File: config.mk
export PLATFORM = sky130hd
export DESIGN_NAME = regfile_port_ctrl
export DESIGN_NICKNAME = d
export VERILOG_FILES = /design/src/rtl/regfile_ctrl_pkg.sv /design/src/rtl/rr_arbiter.sv /design/src/rtl/regfile_port_ctrl.sv
export SDC_FILE = /design/constraint.sdc
export NUM_CORES = 1
export LEC_CHECK = 0
export ABC_CLOCK_PERIOD_IN_PS = 4150
export CAP_MARGIN = 20
export CORE_MARGIN = 1
export CORE_UTILIZATION = 43
export CTS_CLUSTER_SIZE = 8
export DETAILED_ROUTE_END_ITERATION = 6
export GPL_TIMING_DRIVEN = 0
export PLACE_DENSITY = 0.8
export SETUP_SLACK_MARGIN = 0.5
export SLEW_MARGIN = 10
export SYNTH_ARGS = -nofsm -noshare
export SYNTH_HDL_FRONTEND = slang
export SYNTH_SLANG_ARGS = --single-unit
File: constraint.sdc
create_clock -name clk -period 4.15 [get_ports clk]
set_clock_uncertainty 0.2 [all_clocks]
set_input_delay 1.0375 -clock clk [delete_from_list [all_inputs] [get_ports clk]]
set_output_delay 1.0375 -clock clk [all_outputs]
set_load 0.01 [all_outputs]
File: src/rtl/regfile_ctrl_pkg.sv
// Shared definitions for the register-file port sequencer.
//   IDX_W        : register index width
//   DEF_TIMEOUT  : default cycles to wait for a regfile ack level
//   port_state_t : per-channel handshake state
package regfile_ctrl_pkg;

  localparam int unsigned IDX_W       = 5;
  localparam int unsigned DEF_TIMEOUT = 16;

  typedef enum logic [1:0] {
    IDLE    = 2'd0,
    ASSERT  = 2'd1,
    RELEASE = 2'd2,
    DONE    = 2'd3
  } port_state_t;

endpackage

File: src/rtl/rr_arbiter.sv
// Combinational round-robin picker.
//   req   in  N   request vector
//   ptr   in  PW  highest-priority position
//   grant out N   one-hot winner (all zero when no request)
//   gidx  out PW  binary index of the winner
module rr_arbiter #(
  parameter  int unsigned N  = 2,
  localparam int unsigned PW = (N > 1) ? $clog2(N) : 1
) (
  input  logic [N-1:0]  req,
  input  logic [PW-1:0] ptr,
  output logic [N-1:0]  grant,
  output logic [PW-1:0] gidx
);

  logic        w_found;
  int unsigned w_pos;

  // Scan N positions starting at ptr; the first requester seen wins.
  always_comb begin
    grant   = '0;
    gidx    = '0;
    w_found = 1'b0;
    w_pos   = 0;
    for (int unsigned k = 0; k < N; k++) begin
      w_pos = (int'(ptr) + k) % N;
      if (!w_found && req[w_pos]) begin
        w_found      = 1'b1;
        grant[w_pos] = 1'b1;
        gidx         = PW'(w_pos);
      end
    end
  end

endmodule

File: src/rtl/regfile_port_ctrl.sv
// Sequencer/arbiter for the register file's single read and write ports.
// Each channel arbitrates its requesters round-robin, runs the level
// handshake (re/we high until ack high, then low until ack low) and
// returns a one-cycle ack pulse to the winner.
//   clk, rst                  clock, async active-high reset
//   rd_req/rd_idx/rd_ack      read requesters (packed 5-bit indices)
//   rd_data                   last completed read result
//   wr_req/wr_idx/wr_data     write requesters (packed)
//   wr_ack                    write completion pulses
//   re/r_idx/dout/rack        regfile read port
//   we/w_idx/din/wack         regfile write port
//   err                       sticky handshake timeout flag
module regfile_port_ctrl
  import regfile_ctrl_pkg::*;
#(
  parameter int unsigned N_RD    = 2,
  parameter int unsigned N_WR    = 2,
  parameter int unsigned REG_SZ  = 32,
  parameter int unsigned TIMEOUT = DEF_TIMEOUT
) (
  input  logic                     clk,
  input  logic                     rst,
  input  logic [N_RD-1:0]          rd_req,
  input  logic [N_RD*IDX_W-1:0]    rd_idx,
  output logic [N_RD-1:0]          rd_ack,
  output logic [REG_SZ-1:0]        rd_data,
  input  logic [N_WR-1:0]          wr_req,
  input  logic [N_WR*IDX_W-1:0]    wr_idx,
  input  logic [N_WR*REG_SZ-1:0]   wr_data,
  output logic [N_WR-1:0]          wr_ack,
  output logic                     re,
  output logic                     we,
  output logic [IDX_W-1:0]         r_idx,
  output logic [IDX_W-1:0]         w_idx,
  output logic [REG_SZ-1:0]        din,
  input  logic [REG_SZ-1:0]        dout,
  input  logic                     rack,
  input  logic                     wack,
  output logic                     err
);

  localparam int unsigned RP_W  = (N_RD > 1) ? $clog2(N_RD) : 1;
  localparam int unsigned WP_W  = (N_WR > 1) ? $clog2(N_WR) : 1;
  localparam int unsigned CNT_W = $clog2(TIMEOUT + 1);
  localparam logic [CNT_W-1:0] CNT_LAST = CNT_W'(TIMEOUT - 1);

  // Unpacked views of the packed requester buses
  logic [IDX_W-1:0]  w_rd_idx_a  [N_RD];
  logic [IDX_W-1:0]  w_wr_idx_a  [N_WR];
  logic [REG_SZ-1:0] w_wr_data_a [N_WR];

  for (genvar g = 0; g < N_RD; g++) begin : g_rd_unpack
    assign w_rd_idx_a[g] = rd_idx[g*IDX_W +: IDX_W];
  end
  for (genvar g = 0; g < N_WR; g++) begin : g_wr_unpack
    assign w_wr_idx_a[g]  = wr_idx[g*IDX_W +: IDX_W];
    assign w_wr_data_a[g] = wr_data[g*REG_SZ +: REG_SZ];
  end

  // ---------------- state ----------------
  port_state_t       r_rd_state, w_rd_next;
  port_state_t       r_wr_state, w_wr_next;
  logic [N_RD-1:0]   r_rd_grant;
  logic [N_WR-1:0]   r_wr_grant;
  logic [RP_W-1:0]   r_rd_ptr;
  logic [WP_W-1:0]   r_wr_ptr;
  logic [IDX_W-1:0]  r_rd_idx;
  logic [IDX_W-1:0]  r_wr_idx;
  logic [REG_SZ-1:0] r_rd_data;
  logic [REG_SZ-1:0] r_din;
  logic [CNT_W-1:0]  r_rd_cnt;
  logic [CNT_W-1:0]  r_wr_cnt;
  logic              r_err;

  // ---------------- arbitration ----------------
  logic [N_RD-1:0]   w_rd_grant;
  logic [RP_W-1:0]   w_rd_gidx;
  logic [N_WR-1:0]   w_wr_grant;
  logic [WP_W-1:0]   w_wr_gidx;
  logic [IDX_W-1:0]  w_rd_win_idx;
  logic [IDX_W-1:0]  w_wr_win_idx;
  logic [RP_W-1:0]   w_rd_ptr_nxt;
  logic [WP_W-1:0]   w_wr_ptr_nxt;

  rr_arbiter #(.N(N_RD)) u_rd_arb (
    .req   (rd_req),
    .ptr   (r_rd_ptr),
    .grant (w_rd_grant),
    .gidx  (w_rd_gidx)
  );

  rr_arbiter #(.N(N_WR)) u_wr_arb (
    .req   (wr_req),
    .ptr   (r_wr_ptr),
    .grant (w_wr_grant),
    .gidx  (w_wr_gidx)
  );

  assign w_rd_win_idx = w_rd_idx_a[w_rd_gidx];
  assign w_wr_win_idx = w_wr_idx_a[w_wr_gidx];
  assign w_rd_ptr_nxt = (w_rd_gidx == RP_W'(N_RD - 1)) ? '0 : w_rd_gidx + 1'b1;
  assign w_wr_ptr_nxt = (w_wr_gidx == WP_W'(N_WR - 1)) ? '0 : w_wr_gidx + 1'b1;

  // Read-after-write hazard: hold the read winner while a write to the same
  // nonzero index is in flight or about to be granted, so reads see new data.
  logic w_rd_haz;
  always_comb begin
    w_rd_haz = 1'b0;
    if (w_rd_win_idx != '0) begin
      if (r_wr_state != IDLE)
        w_rd_haz = (w_rd_win_idx == r_wr_idx);
      else
        w_rd_haz = (|wr_req) && (w_rd_win_idx == w_wr_win_idx);
    end
  end

  // ---------------- read channel next state ----------------
  logic w_rd_go, w_rd_to;
  always_comb begin
    w_rd_next = r_rd_state;
    w_rd_go   = 1'b0;
    w_rd_to   = 1'b0;
    unique case (r_rd_state)
      IDLE: begin
        if ((|rd_req) && !w_rd_haz) begin
          w_rd_go   = 1'b1;
          w_rd_next = (w_rd_win_idx == '0) ? DONE : ASSERT;
        end
      end
      ASSERT: begin
        if (rack) w_rd_next = RELEASE;
        else if (r_rd_cnt == CNT_LAST) begin
          w_rd_to   = 1'b1;
          w_rd_next = DONE;
        end
      end
      RELEASE: begin
        if (!rack) w_rd_next = DONE;
        else if (r_rd_cnt == CNT_LAST) begin
          w_rd_to   = 1'b1;
          w_rd_next = DONE;
        end
      end
      DONE: w_rd_next = IDLE;
      default: w_rd_next = IDLE;
    endcase
  end

  // ---------------- write channel next state ----------------
  logic w_wr_go, w_wr_to;
  always_comb begin
    w_wr_next = r_wr_state;
    w_wr_go   = 1'b0;
    w_wr_to   = 1'b0;
    unique case (r_wr_state)
      IDLE: begin
        if (|wr_req) begin
          w_wr_go   = 1'b1;
          w_wr_next = (w_wr_win_idx == '0) ? DONE : ASSERT;
        end
      end
      ASSERT: begin
        if (wack) w_wr_next = RELEASE;
        else if (r_wr_cnt == CNT_LAST) begin
          w_wr_to   = 1'b1;
          w_wr_next = DONE;
        end
      end
      RELEASE: begin
        if (!wack) w_wr_next = DONE;
        else if (r_wr_cnt == CNT_LAST) begin
          w_wr_to   = 1'b1;
          w_wr_next = DONE;
        end
      end
      DONE: w_wr_next = IDLE;
      default: w_wr_next = IDLE;
    endcase
  end

  // ---------------- read channel registers ----------------
  always_ff @(posedge clk or posedge rst) begin
    if (rst) begin
      r_rd_state <= IDLE;
      r_rd_grant <= '0;
      r_rd_ptr   <= '0;
      r_rd_idx   <= '0;
      r_rd_data  <= '0;
      r_rd_cnt   <= '0;
    end else begin
      r_rd_state <= w_rd_next;
      if (w_rd_next != r_rd_state) r_rd_cnt <= '0;
      else if (r_rd_state == ASSERT || r_rd_state == RELEASE) r_rd_cnt <= r_rd_cnt + 1'b1;
      if (w_rd_go) begin
        r_rd_grant <= w_rd_grant;
        r_rd_idx   <= w_rd_win_idx;
        r_rd_ptr   <= w_rd_ptr_nxt;
        if (w_rd_win_idx == '0) r_rd_data <= '0;
      end
      if (r_rd_state == ASSERT && rack) r_rd_data <= dout;
    end
  end

  // ---------------- write channel registers ----------------
  always_ff @(posedge clk or posedge rst) begin
    if (rst) begin
      r_wr_state <= IDLE;
      r_wr_grant <= '0;
      r_wr_ptr   <= '0;
      r_wr_idx   <= '0;
      r_din      <= '0;
      r_wr_cnt   <= '0;
    end else begin
      r_wr_state <= w_wr_next;
      if (w_wr_next != r_wr_state) r_wr_cnt <= '0;
      else if (r_wr_state == ASSERT || r_wr_state == RELEASE) r_wr_cnt <= r_wr_cnt + 1'b1;
      if (w_wr_go) begin
        r_wr_grant <= w_wr_grant;
        r_wr_idx   <= w_wr_win_idx;
        r_din      <= w_wr_data_a[w_wr_gidx];
        r_wr_ptr   <= w_wr_ptr_nxt;
      end
    end
  end

  always_ff @(posedge clk or posedge rst) begin
    if (rst)                    r_err <= 1'b0;
    else if (w_rd_to || w_wr_to) r_err <= 1'b1;
  end

  // ---------------- outputs ----------------
  assign re      = (r_rd_state == ASSERT);
  assign we      = (r_wr_state == ASSERT);
  assign rd_ack  = (r_rd_state == DONE) ? r_rd_grant : '0;
  assign wr_ack  = (r_wr_state == DONE) ? r_wr_grant : '0;
  assign r_idx   = r_rd_idx;
  assign w_idx   = r_wr_idx;
  assign din     = r_din;
  assign rd_data = r_rd_data;
  assign err     = r_err;

endmodule

## After elaboration in Yosys (flattened, before gate mapping)

Index checks and enable logic that the tools add are counted.

- Bits of input ports: 124
- Logic and storage cells: 145
- Register bits: 95
- Output and inout port bits: 81

- Reduce and logical (&&, ||, !) cells: 28
- Bitwise operators: 4
- Order comparisons: 10
- Add/sub/neg operators: 6
- Eq/ne operators: 12
- Mux-type cells: 72

Operators with widths:

| operator | count |
|---|---|
| $mux W32 | 6 |
| $mux W5 | 10 |
| $mux W1 | 32 |
| $mux W2 | 16 |
| $pmux W2 S4 | 2 |
| $add A5 B1 Y5 const B | 2 |
| $eq A5 B4 Y1 const B | 2 |
| $eq A5 B5 Y1 | 2 |
| $logic_not A5 Y1 | 2 |
| $reduce_bool A2 Y1 | 5 |
| $logic_and A1 B1 Y1 | 9 |
| $eq A2 B2 Y1 const B | 4 |
| $lt A1 B2 Y1 const B | 4 |
| $reduce_bool A5 Y1 | 1 |
| $add A1 B1 Y1 const B | 4 |
| $demux W1 S1 | 4 |
| $eq A2 B1 Y1 const B | 2 |
| $ge A1 B1 Y1 const B | 4 |
| $ge A2 B2 Y1 const B | 2 |
| $logic_not A2 Y1 | 2 |
| $ne A2 B2 Y1 | 2 |
| $not A1 Y2 | 2 |
| $or A2 B2 Y2 | 2 |
| $pmux W1 S2 | 2 |
| 4 further kinds | 9 |

## Logic depth before layout (Yosys ltp)

- Word-level depth: 20
- Depth in mapped cells: 9
- Mapped depth without buffers: 9

## Modules after synthesis

Synthesis repeated with hierarchy kept, for this count alone.

- Cell total of the unflattened synthesis: 427
- Area, all modules: 4611.9 um^2

By module, submodules not included:

| module | sequential area each (um^2) | cells each | instances | area an instance (um^2) |
|---|---|---|---|---|
| regfile_port_ctrl | 2377.3 | 419 | 1 | 4551.9 |
| rr_arbiter | 0.0 | 4 | 2 | 30.0 |

## Worst setup path before layout

OpenSTA, ideal clock, no wires.

- Kind: input to register
- Start: input rd_idx[8]
- End: register r_rd_idx[0] (netlist: r_idx[0])
- Buffers on the path: 1
- Required time: 3.825 ns
- Library setup time: 0.125 ns
- Setup slack: 1.098 ns
- Data arrival time: 2.727 ns
- Stages on the path: 8
- Cell sequence: xor2_1 -> a2111oi_4 -> a31oi_1 -> a2111oi_4 -> nand3b_2 -> a41o_1 -> buf_6 -> mux2_4

- Word-level cells in the longest chain between the ends: 11
- Elaborated cells on any way between the ends: 13
- Those cells by class: 2 x eq/ne; 7 x mux; 4 x reduce/logical

Ends and longest elaborated chain:

| item | line | source |
|---|---|---|
| from (decl) | regfile_port_ctrl.sv:24 | `input logic [N_RD*IDX_W-1:0] rd_idx,` |
| $mux W5 (implied by the code) * (3 in series) | regfile_port_ctrl.sv:99 | `assign w_rd_win_idx = w_rd_idx_a[w_rd_gidx];` |
| $eq A5 B5 Y1 | regfile_port_ctrl.sv:113 | `w_rd_haz = (\|wr_req) && (w_rd_win_idx == w_wr_win_idx);` |
| $logic_and A1 B1 Y1 | regfile_port_ctrl.sv:113 |  |
| $mux W1 | regfile_port_ctrl.sv:110 | `if (r_wr_state != IDLE)` |
| $mux W1 * | regfile_port_ctrl.sv:109 | `if (w_rd_win_idx != '0) begin` |
| $logic_not A1 Y1 * | regfile_port_ctrl.sv:125 | `if ((\|rd_req) && !w_rd_haz) begin` |
| $logic_and A1 B1 Y1 * | regfile_port_ctrl.sv:125 |  |
| $mux W1 * | regfile_port_ctrl.sv:125 |  |
| $mux W1 * | regfile_port_ctrl.sv:123 | `unique case (r_rd_state)` |
| to (signal assigned) | regfile_port_ctrl.sv:196 | `r_rd_idx <= w_rd_win_idx;` |
| to (decl) | regfile_port_ctrl.sv:67 | `logic [IDX_W-1:0] r_rd_idx;` |

Every way passes the cells marked *; elsewhere a longest branch is shown, timed or not. The select of a mux whose other input is x is not followed.
A chain may end at the register's enable or synchronous reset.

## Worst setup path after layout

- Start: input wr_req[0]
- End: register r_rd_idx[4] (netlist: r_idx[4])

- Word-level cells in the longest chain between the ends: 18
- Elaborated cells on any way between the ends: 22
- Those cells by class: 1 x eq/ne; 14 x mux; 1 x bitwise; 6 x reduce/logical

Ends and longest elaborated chain:

| item | line | source |
|---|---|---|
| from (decl) | regfile_port_ctrl.sv:27 | `input logic [N_WR-1:0] wr_req,` |
| $mux W1 (implied by the code) (2 in series) | rr_arbiter.sv:27 | `if (!w_found && req[w_pos]) begin` |
| $mux W1 | rr_arbiter.sv:27 |  |
| $logic_not A1 Y1 | rr_arbiter.sv:27 |  |
| $logic_and A1 B1 Y1 | rr_arbiter.sv:27 |  |
| $mux W1 | rr_arbiter.sv:27 |  |
| $not A1 Y2 (implied by the code) | regfile_port_ctrl.sv:100 | `assign w_wr_win_idx = w_wr_idx_a[w_wr_gidx];` |
| $mux W5 (implied by the code) (3 in series) | regfile_port_ctrl.sv:100 |  |
| $eq A5 B5 Y1 | regfile_port_ctrl.sv:113 |  |
| $logic_and A1 B1 Y1 * | regfile_port_ctrl.sv:113 |  |
| $mux W1 * | regfile_port_ctrl.sv:110 |  |
| $mux W1 * | regfile_port_ctrl.sv:109 |  |
| $logic_not A1 Y1 * | regfile_port_ctrl.sv:125 |  |
| $logic_and A1 B1 Y1 * | regfile_port_ctrl.sv:125 |  |
| $mux W1 * | regfile_port_ctrl.sv:125 |  |
| $mux W1 * | regfile_port_ctrl.sv:123 |  |

Marks and branches as above.

==> qor.csv <==
metric,value,unit
cts_made_buffers,9,
grt_pass1_vias,4661,
wl_met2,7080,µm
nets,869,
drt_first_iter_violations,267,
dieArea,0.0120,mm²
synth-seq-area-share,47.9,%
final-seq-area,0.00238,mm²
post_synth_num_cell_types,63,
crit_type,in -> reg,
route.met3.wl,1280,µm
gr-total-overflow,0,
seq_power_share,32.7,%
port_buffers,203,
wl_per_cell,16.1,µm
ys_warn_count,0,
diodes,0,
die_w,109,µm
top_layer_used,met4,
dp.final_hpwl,11200,µm
drv_cap,0,
clk_pin_slew,70,ps
critPathBufInv,3,
finalSetupViolCount,0,
r2r_cells,9,
clock-sinks,95,
insertion_delay,340,ps
synthFlopType,dfrtp_1,
cp_num_cells,10,
hp-class,reg -> reg,
leakagePower,0.00333,µW
p_sw,1850,µW
synth_area_per_cell,9.66,µm²
max_freq,0.283,GHz
status,"finished, final reports clean",
gp_congestion,0.871,
synth.cell_area,0.00496,mm²
antenna_found_initial,0,
async_flop_share,100,%
post_cts_resized,0,
synthCells,514,
routed_wl,14100,µm
io_pins,205,
start_kind,input pin,
slowest_stage,clkdlybuf4s50_1,
synth_edf_count,0,
tns,0,ps
path_cells,clkdlybuf4s50_1 -> nand2b_1 -> buf_2 -> nand2_2 -> mux2i_1 -> xnor2_1 -> nand4_2 -> a41o_1 -> buf_6 -> mux2_4,
critPathMaxStageDelay,570,ps
rsz0062_at_grt,false,
root_buffer,clkbuf_16,
cts_buffer_depth,2,
vias,4573,
grt_max_degree,32,
p_sw_share,37.7,%
min_period,3540,ps
dpl-instance-area,0.00723,mm²
ys_ff_latch,95,
clockPowerShare,16.4,%
drt_drc_violations_left,0,
nFillCells,858,
power_density,653,mW/mm²
cts_tree,built,
post_cts_buffers,0,
final_area,0.00753,mm²
syn_to_final_growth,51.7,%
synth_fp_nets,652,
critPathRequiredTime,4180,ps
internal-power,3060,µW
ctsHoldBuffers,0,
worst_setup_path_end_kind,flip-flop,
rows,38,
hold_viol_final,0,
cp_max_fo,7,
h-tree-depth,3,
routed_via_density,5.22,
track_usage,24.3,%
critPathTopFamily,buffers and inverters,
initial_utilization,45.0,%
grt_pass1_wl,22200,µm
crit_arrival,3560,ps
worst_slew_margin_rel,52.7,%
drv_slew,0,
peakVddDrop,0.329,mV
drive_gt1_share,6.79,%
drt.antenna.violating_nets,0,
holdPathStages,2,
worst_pin_slew,710,ps
period_share,85.3,%
multiInputGateArea,0.00238,mm²
m1WireLength,5470,µm
core_area,0.0110,mm²
dr.pass1.iters,4,
comb_power_share,50.8,%
dieHeight,109,µm
## per-stage QoR
| step | hold slack [ps] | std cells | worst slack (ps) | power, µW | util (%) |
|---|---|---|---|---|---|
| 2_1_floorplan | 258 | 514 | 1100 | 2920 | - |
| 6_report | 284 | 876 | 612 | 4920 | 68.2 |
| 4_1_cts | 286 | 876 | 639 | 4960 | 68.2 |
| 3_5_place_dp | 270 | 860 | 273 | 4120 | 65.6 |
| 3_3_place_gp | 261 | 857 | 334 | 4020 | 65.0 |
| 5_1_grt | 314 | 876 | 511 | 5270 | 68.2 |
## tightest hold or removal path, cell delays in order (launching register included)
cell and delay [ps]:
dfrtp_1 340, nand2_1 40, o21ai_0 60
## power by group through the flow
| stage | clock [µW] | combinational [µW] | sequential [µW] |
|---|---|---|---|
| after floorplan | 0 | 1170 | 1740 |
| after global placement | 0 | 2430 | 1600 |
| after detailed placement | 0 | 2500 | 1620 |
| after CTS | 828 | 2530 | 1610 |
| after global routing | 868 | 2750 | 1660 |
| final | 809 | 2500 | 1610 |
## placed cells by master, fill, tap and decap left out, types with 3 or more instances in the layout
cell type	Yosys	layout
nand4_1	4	4
buf_12	0	3
clkdlybuf4s50_1	0	203
xnor2_1	6	6
nor2_1	12	12
nand3_1	7	7
a21oi_1	8	8
mux2_4	4	4
xor2_1	6	6
inv_1	18	17
a31oi_1	6	6
and2_1	6	6
and3_1	3	3
clkbuf_16	0	9
or2_2	3	3
o21ai_0	75	75
mux2i_1	41	41
a211oi_1	4	4
nor4b_1	5	5
ha_1	14	14
buf_2	3	3
clkinvlp_4	0	4
dfrtp_1	95	95
clkbuf_1	21	21
buf_1	3	3
o21ai_1	3	3
nand2_1	112	112
a22o_1	3	3
## metal layers
metal	vias to the layer above	global-route usage, %
li1	2214	-
met3	17	7.05
met2	182	43.0
met4	0	10.2
met1	2160	27.2
met5	-	0
## cell type report
type / instances / share of cell area [%]
multi-input combinational: 370 / 31.7
sequential: 95 / 31.6
timing repair buffer: 206 / 27.8
clock buffer: 11 / 3.36
tap: 140 / 2.33
buffer: 29 / 1.70
inverter: 20 / 1.05
clock inverter: 5 / 0.532
## synth_stat cells (2+ instances only)
cell type	number	share of area, %
xor2_1	6	1.1
xnor2_1	6	1.1
clkbuf_1	21	1.6
o31a_1	2	0.35
a21o_1	2	0.30
o22ai_1	2	0.25
buf_1	3	0.23
a22o_1	3	0.53
o21ai_1	3	0.30
o21a_1	2	0.30
nor4_1	2	0.25
nand2_1	112	8.5
nor4b_1	5	0.88
buf_2	3	0.30
o21ai_0	75	7.6
dfrtp_1	95	48
a211oi_1	4	0.61
mux2i_1	41	8.3
or2_2	3	0.38
a21oi_1	8	0.81
mux2_4	4	1.2
nand2b_1	2	0.25
buf_6	2	0.45
inv_2	2	0.15
nand3_1	7	0.71
and4_1	2	0.35
ha_1	14	3.5
nor2_1	12	0.91
a2111oi_4	2	1.1
and2_1	6	0.76
inv_1	18	1.4
a22oi_1	2	0.30
nor2b_1	2	0.25
nand4_1	4	0.50
a31oi_1	6	0.76
nor3_1	2	0.20
and3_1	3	0.38
## logic make-up (layout without fill, tap and decap cells)
group | count (synthesis) | in the layout | share of synthesized area, %
buffers and inverters | 49 | 271 | 4.08
multiplexers | 47 | 47 | 9.98
flip-flops | 95 | 95 | 47.9
AND/OR/NAND/NOR | 172 | 172 | 16.6
XOR/XNOR | 12 | 12 | 2.12
AO/OA/AOI/OAI | 125 | 125 | 15.8
adder cells (fa/ha/maj) | 14 | 14 | 3.53
## registers in the layout, indices dropped and copies added (netlist names)
| register | cells |
|---|---|
| r_wr_grant | 2 |
| r_rd_cnt | 5 |
| r_rd_grant | 2 |
| r_wr_cnt | 5 |
| w_idx | 5 |
| r_wr_state | 2 |
| r_rd_state | 2 |
| err | 1 |
| din | 32 |
| r_idx | 5 |
| r_rd_ptr | 1 |
| r_wr_ptr | 1 |
| rd_data | 32 |
## worst paths after layout
kind                       slack [ps]                 endpoint               startpoint
hold reg to reg                   280      din[12]$_DFFE_PP0P_      din[12]$_DFFE_PP0P_
setup reg to reg                 1180     r_idx[4]$_DFFE_PP0P_  r_wr_state[0]$_DFF_PP0_
max in group asynchronous        2030  r_wr_cnt[4]$_DFFE_PP0P_                      rst
min in group asynchronous         830  rd_data[11]$_DFFE_PP0P_                      rst
setup / recovery                  610     r_idx[4]$_DFFE_PP0P_                wr_req[0]
hold / removal                    280      din[12]$_DFFE_PP0P_      din[12]$_DFFE_PP0P_
No activity file was read; power rests on OpenSTA's default activity.
